### src/rtl/flit_credit_tx.sv
// rtl/flit_credit_tx.sv - credit-based flit link transmitter with packet-boundary stop
// Mirrors downstream queue occupancy as credits and only halts between packets.
module flit_credit_tx #(
  parameter int FLIT_W = 132,
  parameter int DEPTH  = 8,
  parameter int CNT_W  = 4
) (
  input  logic              CLK,
  input  logic              RST_N,
  input  logic              src_not_empty,
  input  logic [FLIT_W-1:0] src_data,
  output logic              src_deq_en,
  output logic              link_enq_en,
  output logic [FLIT_W-1:0] link_enq_data,
  input  logic              credit_ret,
  input  logic              stop_req,
  output logic              stopped,
  output logic [CNT_W-1:0]  credits,
  output logic              err_proto,
  output logic              err_credit
);

  localparam logic [CNT_W-1:0] CREDIT_MAX = CNT_W'(DEPTH);

  typedef enum logic [1:0] {
    IDLE    = 2'd0,
    PKT     = 2'd1,
    STOPPED = 2'd2
  } state_t;

  state_t            state_q, state_d;
  logic [CNT_W-1:0]  credits_q, credits_d;
  logic              send;
  logic              head_bit, tail_bit;
  logic              proto_hit;
  logic              credit_hit;

  assign head_bit   = src_data[FLIT_W-1];
  assign tail_bit   = src_data[FLIT_W-2];
  assign send       = src_not_empty && (credits_q != '0) && (state_q != STOPPED);
  assign src_deq_en = send;
  assign stopped    = (state_q == STOPPED);
  assign credits    = credits_q;

  // A send always wins over stop_req; stopping happens only outside a packet.
  always_comb begin
    state_d   = state_q;
    proto_hit = 1'b0;
    case (state_q)
      IDLE: begin
        if (send) begin
          if (!head_bit) begin
            proto_hit = 1'b1;
          end else if (!tail_bit) begin
            state_d = PKT;
          end
        end else if (stop_req) begin
          state_d = STOPPED;
        end
      end
      PKT: begin
        if (send) begin
          if (head_bit) begin
            proto_hit = 1'b1;
          end
          if (tail_bit) begin
            state_d = stop_req ? STOPPED : IDLE;
          end
        end
      end
      STOPPED: begin
        if (!stop_req) begin
          state_d = IDLE;
        end
      end
      default: state_d = IDLE;
    endcase
  end

  // Credit return saturates at DEPTH; a return with no room is flagged instead.
  always_comb begin
    credits_d  = credits_q;
    credit_hit = 1'b0;
    case ({send, credit_ret})
      2'b10: credits_d = credits_q - 1'b1;
      2'b01: begin
        if (credits_q == CREDIT_MAX) begin
          credit_hit = 1'b1;
        end else begin
          credits_d = credits_q + 1'b1;
        end
      end
      default: credits_d = credits_q;
    endcase
  end

  always_ff @(posedge CLK) begin
    if (!RST_N) begin
      state_q       <= IDLE;
      credits_q     <= CREDIT_MAX;
      link_enq_en   <= 1'b0;
      link_enq_data <= '0;
      err_proto     <= 1'b0;
      err_credit    <= 1'b0;
    end else begin
      state_q     <= state_d;
      credits_q   <= credits_d;
      link_enq_en <= send;
      if (send) begin
        link_enq_data <= src_data;
      end
      if (proto_hit) begin
        err_proto <= 1'b1;
      end
      if (credit_hit) begin
        err_credit <= 1'b1;
      end
    end
  end

endmodule

### config.mk
export PLATFORM = sky130hd
export DESIGN_NAME = flit_credit_tx
export DESIGN_NICKNAME = d
export VERILOG_FILES = /design/src/rtl/flit_credit_tx.sv
export SDC_FILE = /design/constraint.sdc
export NUM_CORES = 1
export LEC_CHECK = 0
export ABC_AREA = 1
export BUFFER_PORTS_ARGS = -buffer_cell sky130_fd_sc_hd__buf_2
export CAP_MARGIN = 5
export CORE_MARGIN = 5
export CORE_UTILIZATION = 44
export DETAILED_ROUTE_END_ITERATION = 7
export PLACE_DENSITY = 0.87
export SYNTH_ARGS = -nofsm -noshare
export SYNTH_HDL_FRONTEND = slang
export SYNTH_SLANG_ARGS = --single-unit
### constraint.sdc
create_clock -name CLK -period 2.5 [get_ports CLK]
set_clock_uncertainty 0.05 [all_clocks]
set_input_delay 0.125 -clock CLK [delete_from_list [all_inputs] [get_ports CLK]]
set_output_delay 0.125 -clock CLK [all_outputs]
set_load 0.005 [all_outputs]
==> results of run 1 <==
logic make-up (layout without fill, tap and decap cells):
group | Yosys count | in the layout | synth area share [%]
and+or+nand+nor | 309 | 309 | 23.4
AOI/OAI and AO/OA | 141 | 141 | 14.1
other | 0 | 4 | 0
buffers and inverters | 56 | 456 | 5.91
xor gates and xnor gates | 2 | 2 | 0.343
DFF | 141 | 141 | 55.3
adders and majority gates | 3 | 3 | 0.882
state kept, by name (all words and copies together), names as in the netlist:
register	count
state_q	2
link_enq_en	1
link_enq_data	132
err_proto	1
credits	4
err_credit	1
metrics by stage:
stage	worst slack, ns	utilization, %
floorplan	0.619	-
global placement	0.545	56.8
detailed placement	0.492	56.8
CTS	0.366	74.0
global route	0.202	74.1
finish	0.305	74.1
layout by cell type (no fill, tap or decap), types with 2 or more instances in the layout:
cell type	count
nor2_1	278
buf_2	276
dfxtp_1	141
o21ai_0	133
dlygate4sd3_1	132
nand2_1	17
clkbuf_16	17
inv_1	9
nand3_1	6
a21oi_1	5
bufinv_16	5
diode_2	4
nand4_1	3
clkinv_2	3
buf_12	3
inv_2	2
nand2_2	2
ha_1	2
clkbuf_1	2
clkbuf_8	2
clkinvlp_4	2
worst max-delay path by stage:
stage,start,to,slack [ns],cells after the start
floorplan,credits[0],credits[3],0.62,13
global placement,credits[0],credits[3],0.55,13
detailed placement,credits[0],credits[3],0.49,13
CTS,credits[0],src_deq_en,0.37,6
global route,credits[0],src_deq_en,0.20,6
finish,credits[0],src_deq_en,0.30,6
layout make-up:
class                      instances  area share (%)
multi-input combinational        455            23.5
clock inverter                    11            2.23
sequential                       141            33.3
inverter                          12           0.562
clock buffer                      21            5.44
antenna                            4           0.118
timing repair buffer             412            32.7
tap                              143            2.11
timing repair:
| item | CTS | global route |
|---|---|---|
| endpoints found under the hold margin | 132 | 0 |
| endpoints found under the setup margin | 0 | 0 |
| hold buffers | 132 | 0 |
| gates resized for setup | 0 | 0 |
worst min-delay path, delay by kind of cell:
kind	cells	cell delay, ns
AOI/OAI and AO/OA	1	0.08
and+or+nand+nor	3	0.18
buffers and inverters	1	0.11
report_power, final:
part,internal (mW),leakage [nW],switching (mW)
Clock,1.82,0.313,0.940
Combinational,1.20,2.69,1.72
Sequential,2.86,1.17,0.355
Total,5.88,4.17,3.02
routing by layer:
metal / vias up / GRT usage, %
met5: - / 0
met4: 2 / 17.5
met3: 95 / 9.90
met2: 319 / 49.6
met1: 2717 / 25.8
li1: 2863 / -
==> flow_summary.json, run 1 <==
{
  "setup_tns_ns": 0,
  "tightestPinTransition_ns": 0.647,
  "ys_ff_latch": 141,
  "path_cells": "nor2_1, nand2_1, nand2_4, inv_4, buf_12, buf_2",
  "hold-worst-slack_ns": 0.0590,
  "first_pass_iters": 5,
  "grt_pass1_vias": 6019,
  "hold-path-endpoint": "state_q[1]",
  "drt_iter0_drc": 524,
  "critPathRequiredTime_ns": 2.33,
  "synthesis.area_um2": 5100,
  "dr_wl_met3_um": 1460,
  "antenna_found_initial": 3,
  "cts_setup_buffers": 0,
  "fp.dieH_um": 118,
  "synth_common_cells": "nor2_1 (278), dfxtp_1 (141), o21ai_0 (133)",
  "finalSetupViolCount": 0,
  "synthesis.instances": 652,
  "peakVddDrop_mv": 0.858,
  "clk_latency_ns": 0.42,
  "min_period_over_period_pct": 87.8,
  "design_area_um2": 8460,
  "grt_pass1_wl_um": 30500,
  "highest_layer": "met5",
  "crit_path_start_kind": "register",
  "max-cap-violations": 0,
  "cpLargestDelayFamily": "buffers and inverters",
  "hp-class": "in2reg",
  "grt-ovfl-total": 0,
  "final_hold_viol_count": 0,
  "syn2layout_area_growth_pct": 65.8,
  "crit_path_max_incr_delay_ns": 0.43,
  "clock-sinks": 141,
  "fin_nets": 1179,
  "worstHoldStart": "stop_req",
  "synth_cell_types": 25,
  "seq_area_um2": 2820,
  "synth-main-ff-cell": "dfxtp_1",
  "r2r_cells": 13,
  "synth_edf_count": 0,
  "cts-buffers-inserted": 17,
  "totalWireLength_um": 19600,
  "cts_tree": "built",
  "post-synth-top-count-cell": "nor2_1",
  "status": "completed",
  "cts_htree_levels": 4,
  "final_layout_size_suffix_gt1_share_pct": 30.3,
  "hold_depth": 5,
  "cp_max_fo": 135,
  "max_slew_margin_pct": 56.8,
  "period_needed_ns": 2.20,
  "synth.yosys.seq_area_share_pct": 55.3,
  "multiInputGateArea_um2": 1990,
  "endpoint_kind": "output pin",
  "p_leak_nw": 4.17,
  "placedCellCount": 1031,
  "met2WireLength_um": 10300,
  "instances_no_fill": 1199,
  "hpwl_um": 9990,
  "r2r_start": "credits[0]",
  "grt_start_max_net_pins": 139,
  "critical_path_class": "reg2out",
  "clkTransAtPathRegs_ns": 0.06,
  "synth_area_leaders": "dfxtp_1 (55%), nor2_1 (20%), o21ai_0 (13%)",
  "p_per_area_nw_per_um2": 1050,
  "rows": 39,
  "via_count": 5996,
  "vias_per_cell": 5.00,
  "io_buffer_count": 277,
  "antenna_left": 0,
  "place_area_um2": 6480,
  "worstReg2RegEnd": "credits[3]",
  "critPathArrivalTime_ns": 2.02,
  "cts_root_buf": "clkbuf_16",
  "finalMaxSlewViolations": 0,
  "drc": 0,
  "fillers": 736,
  "dieWidth_um": 118,
  "synth_top_area_share_pct": 55.3,
  "yosys.area.top_type": "dfxtp_1",
  "grt_usage_pct": 27.4,
  "critPathSlowestCell": "dfxtp_1",
  "grt_setup_unrepaired": "no",
  "clock_path_buffers": 2,
  "boundaryPins": 278,
  "start_util_pct": 44.7,
  "gp_congestion": 0.797,
  "die_area_um2": 13900,
  "syn-num-nets": 792,
  "r2r_slack_ns": 0.49,
  "coreArea_um2": 11400,
  "synth_area_per_cell_um2": 7.83,
  "yosys_warnings": 0,
  "finalPower_mw": 8.90,
  "async_flop_share_pct": 0,
  "max_freq_mhz": 456,
  "cp_num_buf_inv": 3,
  "wl_met1_um": 6720,
  "wl_per_cell_um": 16.3
}
Power figures use the tool's default switching activity.
==> inputs of run 2 (changes only) <==
--- a/config.mk
+++ b/config.mk
@@ -5,11 +5,10 @@
 export SDC_FILE = /design/constraint.sdc
 export NUM_CORES = 1
 export LEC_CHECK = 0
-export ABC_AREA = 1
 export BUFFER_PORTS_ARGS = -buffer_cell sky130_fd_sc_hd__buf_2
 export CAP_MARGIN = 5
 export CORE_MARGIN = 5
-export CORE_UTILIZATION = 44
+export CORE_UTILIZATION = 45
 export DETAILED_ROUTE_END_ITERATION = 7
 export PLACE_DENSITY = 0.87
 export SYNTH_ARGS = -nofsm -noshare
==> flow_summary.json, run 2 <==
{
  "endpoint_kind": "register",
  "syn-num-nets": 774,
  "power_switching_mw": 2.21,
  "grt-ovfl-total": 0,
  "crit_path_start_kind": "register",
  "synthesis.area_um2": 5400,
  "fillers": 746,
  "switching_share_pct": 31.3,
  "yosys_warnings": 0,
  "max-cap-violations": 0,
  "period_needed_ns": 2.38,
  "die_area_um2": 14300,
  "synth_cell_types": 37,
  "hp-class": "in2reg",
  "cts_htree_levels": 4,
  "async_flop_share_pct": 0,
  "finalMaxSlewViolations": 0,
  "fin_nets": 1164,
  "synthesis.instances": 634,
  "p_leak_nw": 4.13,
  "critPathArrivalTime_ns": 2.57,
  "p_comb_share_pct": 27.5,
  "cts_root_buf": "clkbuf_16",
  "cts_setup_buffers": 0,
  "synth_common_cells": "nand2_1 (273), dfxtp_1 (141), a21boi_0 (73)",
  "gp_congestion": 0.787,
  "hpwl_um": 10300,
  "coreArea_um2": 11900,
  "clock-sinks": 141,
  "top_register": "link_enq_data",
  "critical_path_class": "reg2reg",
  "antenna_left": 0,
  "post-synth-top-count-cell": "nand2_1",
  "largest_register_ffs": 132,
  "first_pass_iters": 5,
  "p_clk_share_pct": 33.1,
  "fp.dieH_um": 120,
  "hold-worst-slack_ns": 0.0900,
  "cp_max_fo": 8,
  "clk_latency_ns": 0.41,
  "io_buffer_count": 277,
  "via_count": 6179,
  "drt_iter0_drc": 505,
  "power_frac_seq_pct": 39.4,
  "clkTransAtPathRegs_ns": 0.06,
  "max_freq_mhz": 420,
  "grt_pass1_wl_um": 32500,
  "totalWireLength_um": 20600,
  "wl_per_cell_um": 17.4,
  "grt_pass1_vias": 6406,
  "synth_area_per_cell_um2": 8.52,
  "final_hold_viol_count": 0,
  "p_per_area_nw_per_um2": 806,
  "placedCellCount": 1019,
  "critPathRequiredTime_ns": 2.69,
  "synth_top_area_share_pct": 52.3,
  "final_layout_size_suffix_gt1_share_pct": 30.8,
  "vias_per_cell": 5.21,
  "p_int_mw": 4.84,
  "synth_area_leaders": "dfxtp_1 (52%), nand2_1 (19%), a21boi_0 (10%)",
  "antenna_found_initial": 3,
  "boundaryPins": 278,
  "peakVddDrop_mv": 0.689,
  "ys_ff_latch": 141,
  "cts-buffers-inserted": 17,
  "setup_tns_ns": 0,
  "cts_tree": "built",
  "synth.yosys.seq_area_share_pct": 52.3,
  "drc": 0,
  "cts_resized": 0,
  "finalSetupViolCount": 0,
  "grt_setup_unrepaired": "no",
  "layout_common_cells": "buf_2 (276), nand2_1 (272), dfxtp_1 (139)",
  "tightestPinTransition_ns": 0.713,
  "rows": 40,
  "yosys.area.top_type": "dfxtp_1",
  "mostFrequentLayoutCell": "buf_2",
  "holdBufCountCts": 133,
  "max_slew_margin_pct": 52.5,
  "min_period_over_period_pct": 95.3,
  "instances_no_fill": 1185,
  "clock_path_buffers": 2,
  "start_util_pct": 45.5,
  "dieWidth_um": 120,
  "synth-main-ff-cell": "dfxtp_1",
  "grt_start_max_net_pins": 135,
  "grt_usage_pct": 28.3,
  "status": "completed",
  "synth_edf_count": 0,
  "syn2layout_area_growth_pct": 62.1
}
-- run 2: cell count changes after synthesis, moves of 6 or more --
cell,change
nand2_1,+256
o21ai_0,-133
buf_6,-6
buf_4,+6
clkbuf_2,-6
inv_1,-7
a21boi_1,+59
nor2_1,-278
clkbuf_1,+9
a21boi_0,+73
-- run 2: critical path: stages, from the launching register on --
cell,delay (ns)
dfxtp_4,0.37
or4_4,0.58
nand3_4,0.13
nand2_4,0.08
ha_4,0.29
nand3_1,0.10
a22o_1,0.21
o221ai_1,0.23
o2111ai_1,0.16
-- run 2: final timing paths --
check        cells after the start  slack, ns         startpoint                 to
max                              8       0.12         credits[0]         credits[3]
min                              3       0.09         credit_ret         credits[3]
max reg2reg                      8       0.12         credits[0]         credits[3]
min reg2reg                      2       0.40  link_enq_data[14]  link_enq_data[14]
-- run 2: layer usage --
| metal | wire length [um] | global-route usage, % | vias to the layer above | part of all wire, % |
|---|---|---|---|---|
| met5 | 0 | 0 | - | 0 |
| met3 | 1880 | 10.0 | 104 | 9.1 |
| met1 | 7340 | 29.1 | 2872 | 36 |
| met2 | 10300 | 49.4 | 360 | 50 |
| met4 | 1080 | 17.2 | 0 | 5.3 |
| li1 | - | - | 2843 | - |
-- run 2: cell families (layout without fill, tap and decap cells) --
kind of cell / after synthesis / count (layout) / synth area share (%)
AO/OA/AOI/OAI: 148 / 148 / 20.8
XOR/XNOR: 3 / 3 / 0.487
adder cells (fa/ha/maj): 3 / 3 / 0.834
buffers and inverters: 48 / 449 / 4.40
flip-flops: 141 / 141 / 52.3
multiplexers: 2 / 2 / 0.371
other: 0 / 3 / 0
AND/OR/NAND/NOR: 289 / 289 / 20.8
-- run 2: layout make-up --
class / count / area [um^2] / share of cell area [%]
Sequential cell: 141 / 2830 / 32.3
Tap cell: 147 / 184 / 2.10
Inverter: 4 / 17.5 / 0.200
Multi-Input combinational cell: 445 / 2370 / 27.1
Clock buffer: 24 / 513 / 5.86
Timing Repair Buffer: 415 / 2800 / 31.9
Antenna cell: 3 / 7.51 / 0.0858
Clock inverter: 6 / 33.8 / 0.386
-- run 2: stage by stage --
stage	power [mW]	instance area [um^2]	setup WS [ns]	utilization, %
floorplan	3.83	5440	-0.000801	-
global placement	4.43	6870	0.236	57.9
detailed placement	4.48	6870	0.212	57.9
CTS	6.96	8750	0.194	73.7
global route	7.42	8750	0.0449	73.8
finish	7.05	8750	0.118	73.8
-- run 2: power by group through the flow --
stage,Sequential [mW],Combinational [mW],Clock (mW)
6_report,2.78,1.94,2.33
5_1_grt,2.81,2.12,2.48
4_1_cts,2.75,1.86,2.35
3_5_place_dp,2.79,1.69,0
3_3_place_gp,2.78,1.65,0
2_1_floorplan,2.84,0.985,0
